$ cat src/rtl/regfile_scoreboard.sv
// regfile_scoreboard: per-register outstanding-write tracker for the 15-entry
// Y86-64 register file. Counts writes posted by destE/destM at issue and
// retired at writeback, flags RAW hazards on srcA/srcB, and stalls issue when
// a counter would saturate.
// Optional feature macro: SCOREBOARD_BYPASS_EN -- when defined, a source whose
// last pending write retires this cycle is not reported busy, because the
// register file forwards the write to the same-cycle read.
module regfile_scoreboard #(
    parameter int                    ADDR_WID = 4,
    parameter int                    NREG     = 15,
    parameter logic [ADDR_WID-1:0]   NONREG   = 4'hF,
    parameter int                    CNT_WID  = 2
) (
    input  logic                CLK,
    input  logic                RST,
    input  logic                issue_valid,
    output logic                issue_ready,
    input  logic [ADDR_WID-1:0] srcA,
    input  logic [ADDR_WID-1:0] srcB,
    input  logic [ADDR_WID-1:0] destE,
    input  logic [ADDR_WID-1:0] destM,
    input  logic                wbE_valid,
    input  logic [ADDR_WID-1:0] wbE_addr,
    input  logic                wbM_valid,
    input  logic [ADDR_WID-1:0] wbM_addr,
    output logic                busyA,
    output logic                busyB,
    output logic [NREG-1:0]     pending,
    output logic                err
);

    localparam int CNT_MAX = (1 << CNT_WID) - 1;
    // Wide enough to hold cnt + 2 and cnt - 2 without wrapping.
    localparam int SUM_WID = CNT_WID + 3;
    localparam int SAT_WID = CNT_WID + 2;

    logic [CNT_WID-1:0] cnt_q [NREG];
    logic [CNT_WID-1:0] cnt_d [NREG];
    logic               err_q;
    logic [NREG-1:0]    underflow;
    logic [1:0]         inc [NREG];
    logic [1:0]         dec [NREG];
    logic               accept;

    logic [CNT_WID-1:0] cnt_a, cnt_b, cnt_e, cnt_m;
    logic [1:0]         dec_a, dec_b;
    logic               busy_a_raw, busy_b_raw, sat;

    assign accept = issue_valid & issue_ready;

    // Per-register increment/decrement and next-count arithmetic.
    // Register indices are 0..NREG-1, so the NONREG code never matches.
    generate
        for (genvar gi = 0; gi < NREG; gi++) begin : g_reg
            logic [SUM_WID-1:0] sum;

            assign inc[gi] = 2'(accept && (destE == ADDR_WID'(gi)))
                           + 2'(accept && (destM == ADDR_WID'(gi)));
            assign dec[gi] = 2'(wbE_valid && (wbE_addr == ADDR_WID'(gi)))
                           + 2'(wbM_valid && (wbM_addr == ADDR_WID'(gi)));

            assign sum = SUM_WID'(cnt_q[gi]) + SUM_WID'(inc[gi]) - SUM_WID'(dec[gi]);

            // A negative result means a writeback with nothing outstanding:
            // clamp to zero and report it.
            assign underflow[gi] = sum[SUM_WID-1];
            assign cnt_d[gi]     = sum[SUM_WID-1] ? '0 : sum[CNT_WID-1:0];
            assign pending[gi]   = (cnt_q[gi] != '0);
        end
    endgenerate

    // Look up the counts addressed by the source and destination selects.
    always_comb begin
        cnt_a = '0;
        cnt_b = '0;
        cnt_e = '0;
        cnt_m = '0;
        dec_a = '0;
        dec_b = '0;
        for (int r = 0; r < NREG; r++) begin
            if (srcA == ADDR_WID'(r)) begin
                cnt_a = cnt_q[r];
                dec_a = dec[r];
            end
            if (srcB == ADDR_WID'(r)) begin
                cnt_b = cnt_q[r];
                dec_b = dec[r];
            end
            if (destE == ADDR_WID'(r)) cnt_e = cnt_q[r];
            if (destM == ADDR_WID'(r)) cnt_m = cnt_q[r];
        end
    end

    // Hazard and saturation decode; same-cycle writebacks do not relieve saturation.
    always_comb begin
        busy_a_raw = (srcA != NONREG) && (cnt_a != '0);
        busy_b_raw = (srcB != NONREG) && (cnt_b != '0);
`ifdef SCOREBOARD_BYPASS_EN
        if (SUM_WID'(cnt_a) == SUM_WID'(dec_a)) busy_a_raw = 1'b0;
        if (SUM_WID'(cnt_b) == SUM_WID'(dec_b)) busy_b_raw = 1'b0;
`endif
        if ((destE == destM) && (destE != NONREG)) begin
            // popq %rsp style double write to one register
            sat = (SAT_WID'(cnt_e) + SAT_WID'(2)) > SAT_WID'(CNT_MAX);
        end else begin
            sat = ((destE != NONREG) && (SAT_WID'(cnt_e) + SAT_WID'(1) > SAT_WID'(CNT_MAX)))
               || ((destM != NONREG) && (SAT_WID'(cnt_m) + SAT_WID'(1) > SAT_WID'(CNT_MAX)));
        end
    end

    // Outputs are forced quiet while reset is held.
    assign busyA       = ~RST & busy_a_raw;
    assign busyB       = ~RST & busy_b_raw;
    assign issue_ready = ~RST & ~busy_a_raw & ~busy_b_raw & ~sat;
    assign err         = err_q;

    // Counter and sticky error state; reset discards all outstanding tracking.
    always_ff @(posedge CLK) begin
        if (RST) begin
            for (int r = 0; r < NREG; r++) cnt_q[r] <= '0;
            err_q <= 1'b0;
        end else begin
            for (int r = 0; r < NREG; r++) cnt_q[r] <= cnt_d[r];
            if (|underflow) err_q <= 1'b1;
        end
    end

endmodule
$ cat config.mk
export PLATFORM = sky130hd
export DESIGN_NAME = regfile_scoreboard
export DESIGN_NICKNAME = d
export VERILOG_FILES = /design/src/rtl/regfile_scoreboard.sv
export SDC_FILE = /design/constraint.sdc
export NUM_CORES = 1
export LEC_CHECK = 0
export BUFFER_PORTS_ARGS = -buffer_cell sky130_fd_sc_hd__buf_4
export CAP_MARGIN = 20
export CORE_MARGIN = 8
export CORE_UTILIZATION = 46
export CTS_CLUSTER_SIZE = 25
export DETAILED_ROUTE_END_ITERATION = 10
export GPL_TIMING_DRIVEN = 0
export PLACE_DENSITY = 0.65
export SLEW_MARGIN = 20
export SYNTH_ARGS = -nofsm -noshare
export SYNTH_HDL_FRONTEND = slang
export SYNTH_SLANG_ARGS = --single-unit
$ cat constraint.sdc
create_clock -name CLK -period 11.3 [get_ports CLK]
set_input_delay 1.695 -clock CLK [delete_from_list [all_inputs] [get_ports CLK]]
set_output_delay 1.695 -clock CLK [all_outputs]
set_load 0.01 [all_outputs]
* Word-level counts from Yosys, hierarchy flattened
Memories as Yosys holds them, arrays and structs flattened.
Index checks and enable logic that the tools add are counted.
** Word-level totals
- Bits in registers :: 1
- Bits in writable memories :: 30
- Bits of input ports :: 29
- Output and inout bits :: 19
- Logic and storage cells :: 366
- Memories kept :: 1
** Memory list
- cnt_q :: words 15, bits a word 2, rd ports 15, clocked after Yosys merged registers in 0, wr ports 15, RTL line 37 : logic [CNT_WID-1:0] cnt_q [NREG];
** Operators by class
- Add/sub/neg operators :: 63
- $lt $le $gt $ge :: 3
- Eq/ne operators :: 89
- Mux-type cells :: 94
- Bitwise logic cells :: 25
- Reductions and logical operators :: 90
** Operators with widths (count)
- $mux 2 :: 90
- $eq 4x4->1 const B :: 42
- $eq 4x3->1 const B :: 24
- $logic_and 1x1->1 :: 65
- $add 1x1->2 :: 30
- $sub 3x2->4 :: 15
- $eq 4x2->1 const B :: 12
- $add 2x2->3 :: 15
- $reduce_bool 2->1 :: 17
- $eq 4x1->1 const B :: 6
- $logic_not 4->1 :: 6
- $ne 4x4->1 const B :: 4
- $or 1x1->1 :: 15
- $reduce_or 15->1 :: 1
- $gt 3x2->1 const B :: 3
- $add 2x1->3 const B :: 2
- $and 1x1->1 :: 6
- $eq 4x4->1 :: 1
- $mux 1 :: 4
- $not 1->1 :: 4
- $add 2x2->3 const B :: 1
- $logic_or 1x1->1 :: 1

* Depth between registers and ports, before layout
- Word-level depth :: 30
- Depth in mapped cells :: 17
- Depth with buffers taken out :: 14

* Worst setup path before layout
OpenSTA, ideal clock, no wires.
- Path kind :: input -> register
- From :: input port destE[0]
- To :: register err_q, in the netlist err
- Library setup time :: 0.140 ns
- Arrival time :: 5.152 ns
- Data required time :: 11.160 ns
- Setup slack :: 6.008 ns
- Stages on the path :: 16
- Buffers on the path :: 2
- Cell sequence :: buf_6 -> mux2_4 -> a221o_1 -> a21boi_1 -> a31oi_1 -> o31ai_1 -> a21bo_4 -> buf_6 -> or4_4 -> fa_1 -> fa_1 -> inv_1 -> ha_1 -> nor2b_1 -> nor4_1 -> a41oi_1
** On the way
- Word-level cells in the longest chain between the ends :: 29
- Elaborated cells on any way between the ends :: 119
- Those cells by class :: add/sub (47); order compare (2); eq/ne (16); mux (16); bitwise (3); reduce/logical (35)
** RTL lines
- start, declared :: RTL line 20 : input logic [ADDR_WID-1:0] destE,
- $logic_not 4->1 :: RTL line 57, 89
- $mux 2 (15 in a row) :: RTL line 89 : if (destE == ADDR_WID'(r)) cnt_e = cnt_q[r];
- $add 2x1->3 :: RTL line 106 : sat = ((destE != NONREG) && (SAT_WID'(cnt_e) + SAT_WID'(1) > SAT_WID'(CNT_MAX)))
- $gt 3x2->1 :: RTL line 106
- $logic_and 1x1->1 :: RTL line 106
- $logic_or 1x1->1 :: RTL line 107 : || ((destM != NONREG) && (SAT_WID'(cnt_m) + SAT_WID'(1) > SAT_WID'(CNT_MAX)));
- $mux 1 :: RTL line 102 : if ((destE == destM) && (destE != NONREG)) begin
- $not 1->1 :: RTL line 114 : assign issue_ready = ~RST & ~busy_a_raw & ~busy_b_raw & ~sat;
- $and 1x1->1 :: RTL line 114
- $and 1x1->1 :: RTL line 49 : assign accept = issue_valid & issue_ready;
- $logic_and 1x1->1 (on tied branches) :: RTL line 57, 58
- $add 1x1->2 :: RTL line 58 : + 2'(accept && (destM == ADDR_WID'(gi)));
- $add 2x2->3 :: RTL line 62 : assign sum = SUM_WID'(cnt_q[gi]) + SUM_WID'(inc[gi]) - SUM_WID'(dec[gi]);
- $sub 3x2->4 :: RTL line 62
- $reduce_or 15->1 * :: RTL line 124 : if (|underflow) err_q <= 1'b1;
- end signal, assigned :: RTL line 121 : err_q <= 1'b0;
- end signal, assigned :: RTL line 124
- end, declared :: RTL line 39 : logic err_q;
Every way passes the cells marked *; elsewhere a longest branch is shown, timed or not.
A chain may end at the register's enable or synchronous reset.

* Worst setup path after layout
- From :: input port srcA[0]
- To :: register err_q, in the netlist err
** On the way
- Word-level cells in the longest chain between the ends :: 28
- Elaborated cells on any way between the ends :: 114
- Those cells by class :: add/sub (45); eq/ne (15); mux (15); bitwise (5); reduce/logical (34)
** RTL lines
- start, declared :: RTL line 18 : input logic [ADDR_WID-1:0] srcA,
- $logic_not 4->1 :: RTL line 81 : if (srcA == ADDR_WID'(r)) begin
- $mux 2 (15 in a row) :: RTL line 81
- $reduce_bool 2->1 :: RTL line 96 : busy_a_raw = (srcA != NONREG) && (cnt_a != '0);
- $logic_and 1x1->1 * :: RTL line 96
- $not 1->1 * :: RTL line 114
- $and 1x1->1 * (3 in a row) :: RTL line 114
- $and 1x1->1 * :: RTL line 49
- $logic_and 1x1->1 (on tied branches) :: RTL line 57, 58
- $add 1x1->2 :: RTL line 58
- $add 2x2->3 :: RTL line 62
- $sub 3x2->4 :: RTL line 62
- $reduce_or 15->1 * :: RTL line 124
Marks and branches as above.

==> qor.yml <==
clock_path_buffers: 2
finalCriticalPeriod_ns: 5.886
postSynthCellCount: 548
synth_top_area_share: 0.1478
synth_most_common_cell: "inv_1"
grt.overflow.total: 0
die_area_um2: 12440
die_height_um: 111.5
dp_slack_ns: 5.098
ys_warn_count: 0
finClkSkew_ns: 0.007361
worstMarginPinSlew_ns: 0.7203
cts_hold_buf: 0
die_w_um: 111.5
yosys-top-cells-count: "63 x inv_1, 52 x nor2_1, 31 x dfxtp_1"
nNetsFinal: 681
status: "finished clean"
grt_pass1_wl_mm: 23.58
io_buffers: 37
final_max_slew_viol_count: 0
synth_compound_area_frac: 0.1446
power_leakage_nw: 2.109
synth-seq-cells: 31
critPathBufInv: 4
diodes: 0
slowest_delay_ns: 0.65
routed_wl_mm: 14.89
critical_path_class: "in2reg"
p_per_area_nw_per_um2: 77.70
cts_num_sinks: 31
synth.largest_area_cell: "dfxtp_1"
synthAdderAreaFrac: 0.2325
syn-cell-area_um2: 4198
path_common_cell: "fa_1"
critPathLaunchType: "input port"
drt_iter0_markers: 461
ctsResizeCount: 0
synthTopCellsByArea: "dfxtp_1 15%, fa_1 14%, ha_1 8.9%"
viasPerCell: 6.124
wl_per_cell_um: 21.18
hold_viol: 0
arrival_ns: 6.01
synth_xor_xnor_area_share: 0.008346
fin_ws_ns: 5.414
vias: 4305
cts_tree: "done"
layout-drive-gt1-share: 0.1334
fin_setup_tns_ns: 0
muxShareOfSynthArea: 0.03875
timing.final.crit_share: 0.5209
ant_nets: 0
rsz0062_at_grt: "false"
ys_async_sr_fraction: 0
maxCapViolations: 0
postCtsSetupRepairBufs: 0
insertion_delay_ns: 0.29
avgSynthCellArea_um2: 7.660
place_congestion: 1.019
io_pins: 48
crit_path_cell_trace: "buf_4 -> buf_2 -> o311ai_0 -> a221oi_1 -> o31ai_1 -> a21bo_4 -> buf_6 -> or4_1 -> fa_1 -> inv_1 -> fa_1 -> ha_1 -> nor2b_1 -> nor4_1 -> a41oi_1"
hpwl_mm: 12.11
slew_headroom: 0.5154
critPathTopFamily: "compound AO/OA/AOI/OAI gates"
area_delta_synth_final_pct: 12.01
core-area_um2: 9065
endpoint_kind: "flip-flop"
ys.flop_type: "dfxtp_1"
cts_max_level: 2
numCtsBuffers: 5
synth_edf_count: 0
place_area_um2: 4614
grt_max_degree: 11
grt_pass1_vias: 4292
fillCellCount: 915
clkTransAtPathRegs_ns: 0.07
synth-simple-area-share: 0.3246
synth_nets: 637
synth_top_family_by_area: "simple AND/OR/NAND/NOR gates"
required_ns: 11.43
hp-class: "reg2reg"
max_freq_mhz: 169.9
fin_area_um2: 4702
drt_pre_antenna_iters: 6
drcViolationCount: 0
ir_worst_vdd_uv: 41.05
antenna_found_initial: 0
cp_slowest_cell: "nor4_1"
synth_seq_area_share: 0.1478
rows: 35
synth_cell_type_count: 62
start_util: 0.4631
setup_viol: 0
crit_fanout: 10
cts-root-buf: "clkbuf_8"
track_usage: 0.2417
## layout make-up
| type | instances | area [um2] | share of cell area |
|---|---|---|---|
| buffer | 37 | 193.9 | 0.04125 |
| clock buffer | 6 | 82.58 | 0.01756 |
| clock inverter | 1 | 5.005 | 0.001064 |
| inverter | 64 | 240.2 | 0.05109 |
| multi-input combinational | 416 | 3143 | 0.6684 |
| sequential | 31 | 620.6 | 0.1320 |
| tap | 111 | 138.9 | 0.02954 |
| timing repair buffer | 37 | 277.8 | 0.05907 |
## kinds of logic after synthesis
| kind of cell | Yosys count |
|---|---|
| buffers and inverters | 101 |
| adder cells (fa/ha/maj) | 60 |
| flip-flops | 31 |
| XOR/XNOR | 4 |
| multiplexers | 13 |
| AND/OR/NAND/NOR | 252 |
| AO/OA/AOI/OAI | 87 |
## flip-flops by register name, indices dropped and copies added, names as in the netlist
register,cells
cnt_q,30
err,1
## placed cells by master (no fill, tap or decap), types with 3 or more instances in the layout
cell type	n
or2_2	5
buf_4	39
o22ai_1	4
clkbuf_8	6
xnor2_1	4
clkbuf_1	16
nor2_1	52
fa_1	30
or3_1	3
nor4_1	14
nand3b_1	4
a211oi_1	3
nor3b_1	9
nor3_1	21
o21ai_0	20
mux2i_1	8
dfxtp_1	31
inv_1	63
or4_1	21
a221oi_1	4
buf_6	4
ha_1	30
nand4_1	11
and2_1	17
nand3_1	30
o31ai_1	4
nor2b_1	24
nand2b_1	6
nand2_1	30
buf_2	14
a31oi_1	7
a21oi_1	14
a22oi_1	4
## final timing paths
check / start / end / slack [ns] / cells after the start
worst min-delay path: err / err / 0.64 / 2
worst max register to register: cnt_q[1][11] / err / 6.55 / 15
worst max-delay path: srcA[0] / err / 5.41 / 15
worst min register to register: err / err / 0.64 / 2
## through the flow
step,utilization,std cells,hold slack (ns),total power (W)
final,0.5187,703,0.6390,0.0003654
after global routing,0.5187,703,0.6990,0.0003874
after CTS,0.5187,703,0.6513,0.0003637
after detailed placement,0.5090,696,0.6167,0.0002705
after global placement,0.5090,696,0.6172,0.0002684
after floorplan,-,548,0.6270,0.0002157
## worst reg2reg max path: cells and delay by family, from the launching register on
family          cells  cell delay, ns
simple gates        4            1.59
compound gates      6            1.58
fa+ha+maj           3            0.77
flops               1            0.41
buf+inv             2            0.24
## routing by layer
layer  share of wire  track usage
met1            0.42       0.3032
met2            0.45       0.3895
met3           0.087      0.04816
met4           0.043       0.1139
met5               0            0
## where the power goes
part           internal, W  leakage (nW)  switching, W
combinational    0.0000567          1.81     0.0000853
sequential        0.000116         0.252     0.0000127
clock            0.0000479        0.0470     0.0000469
total             0.000220          2.11      0.000145
No activity file was read; power rests on OpenSTA's default activity.
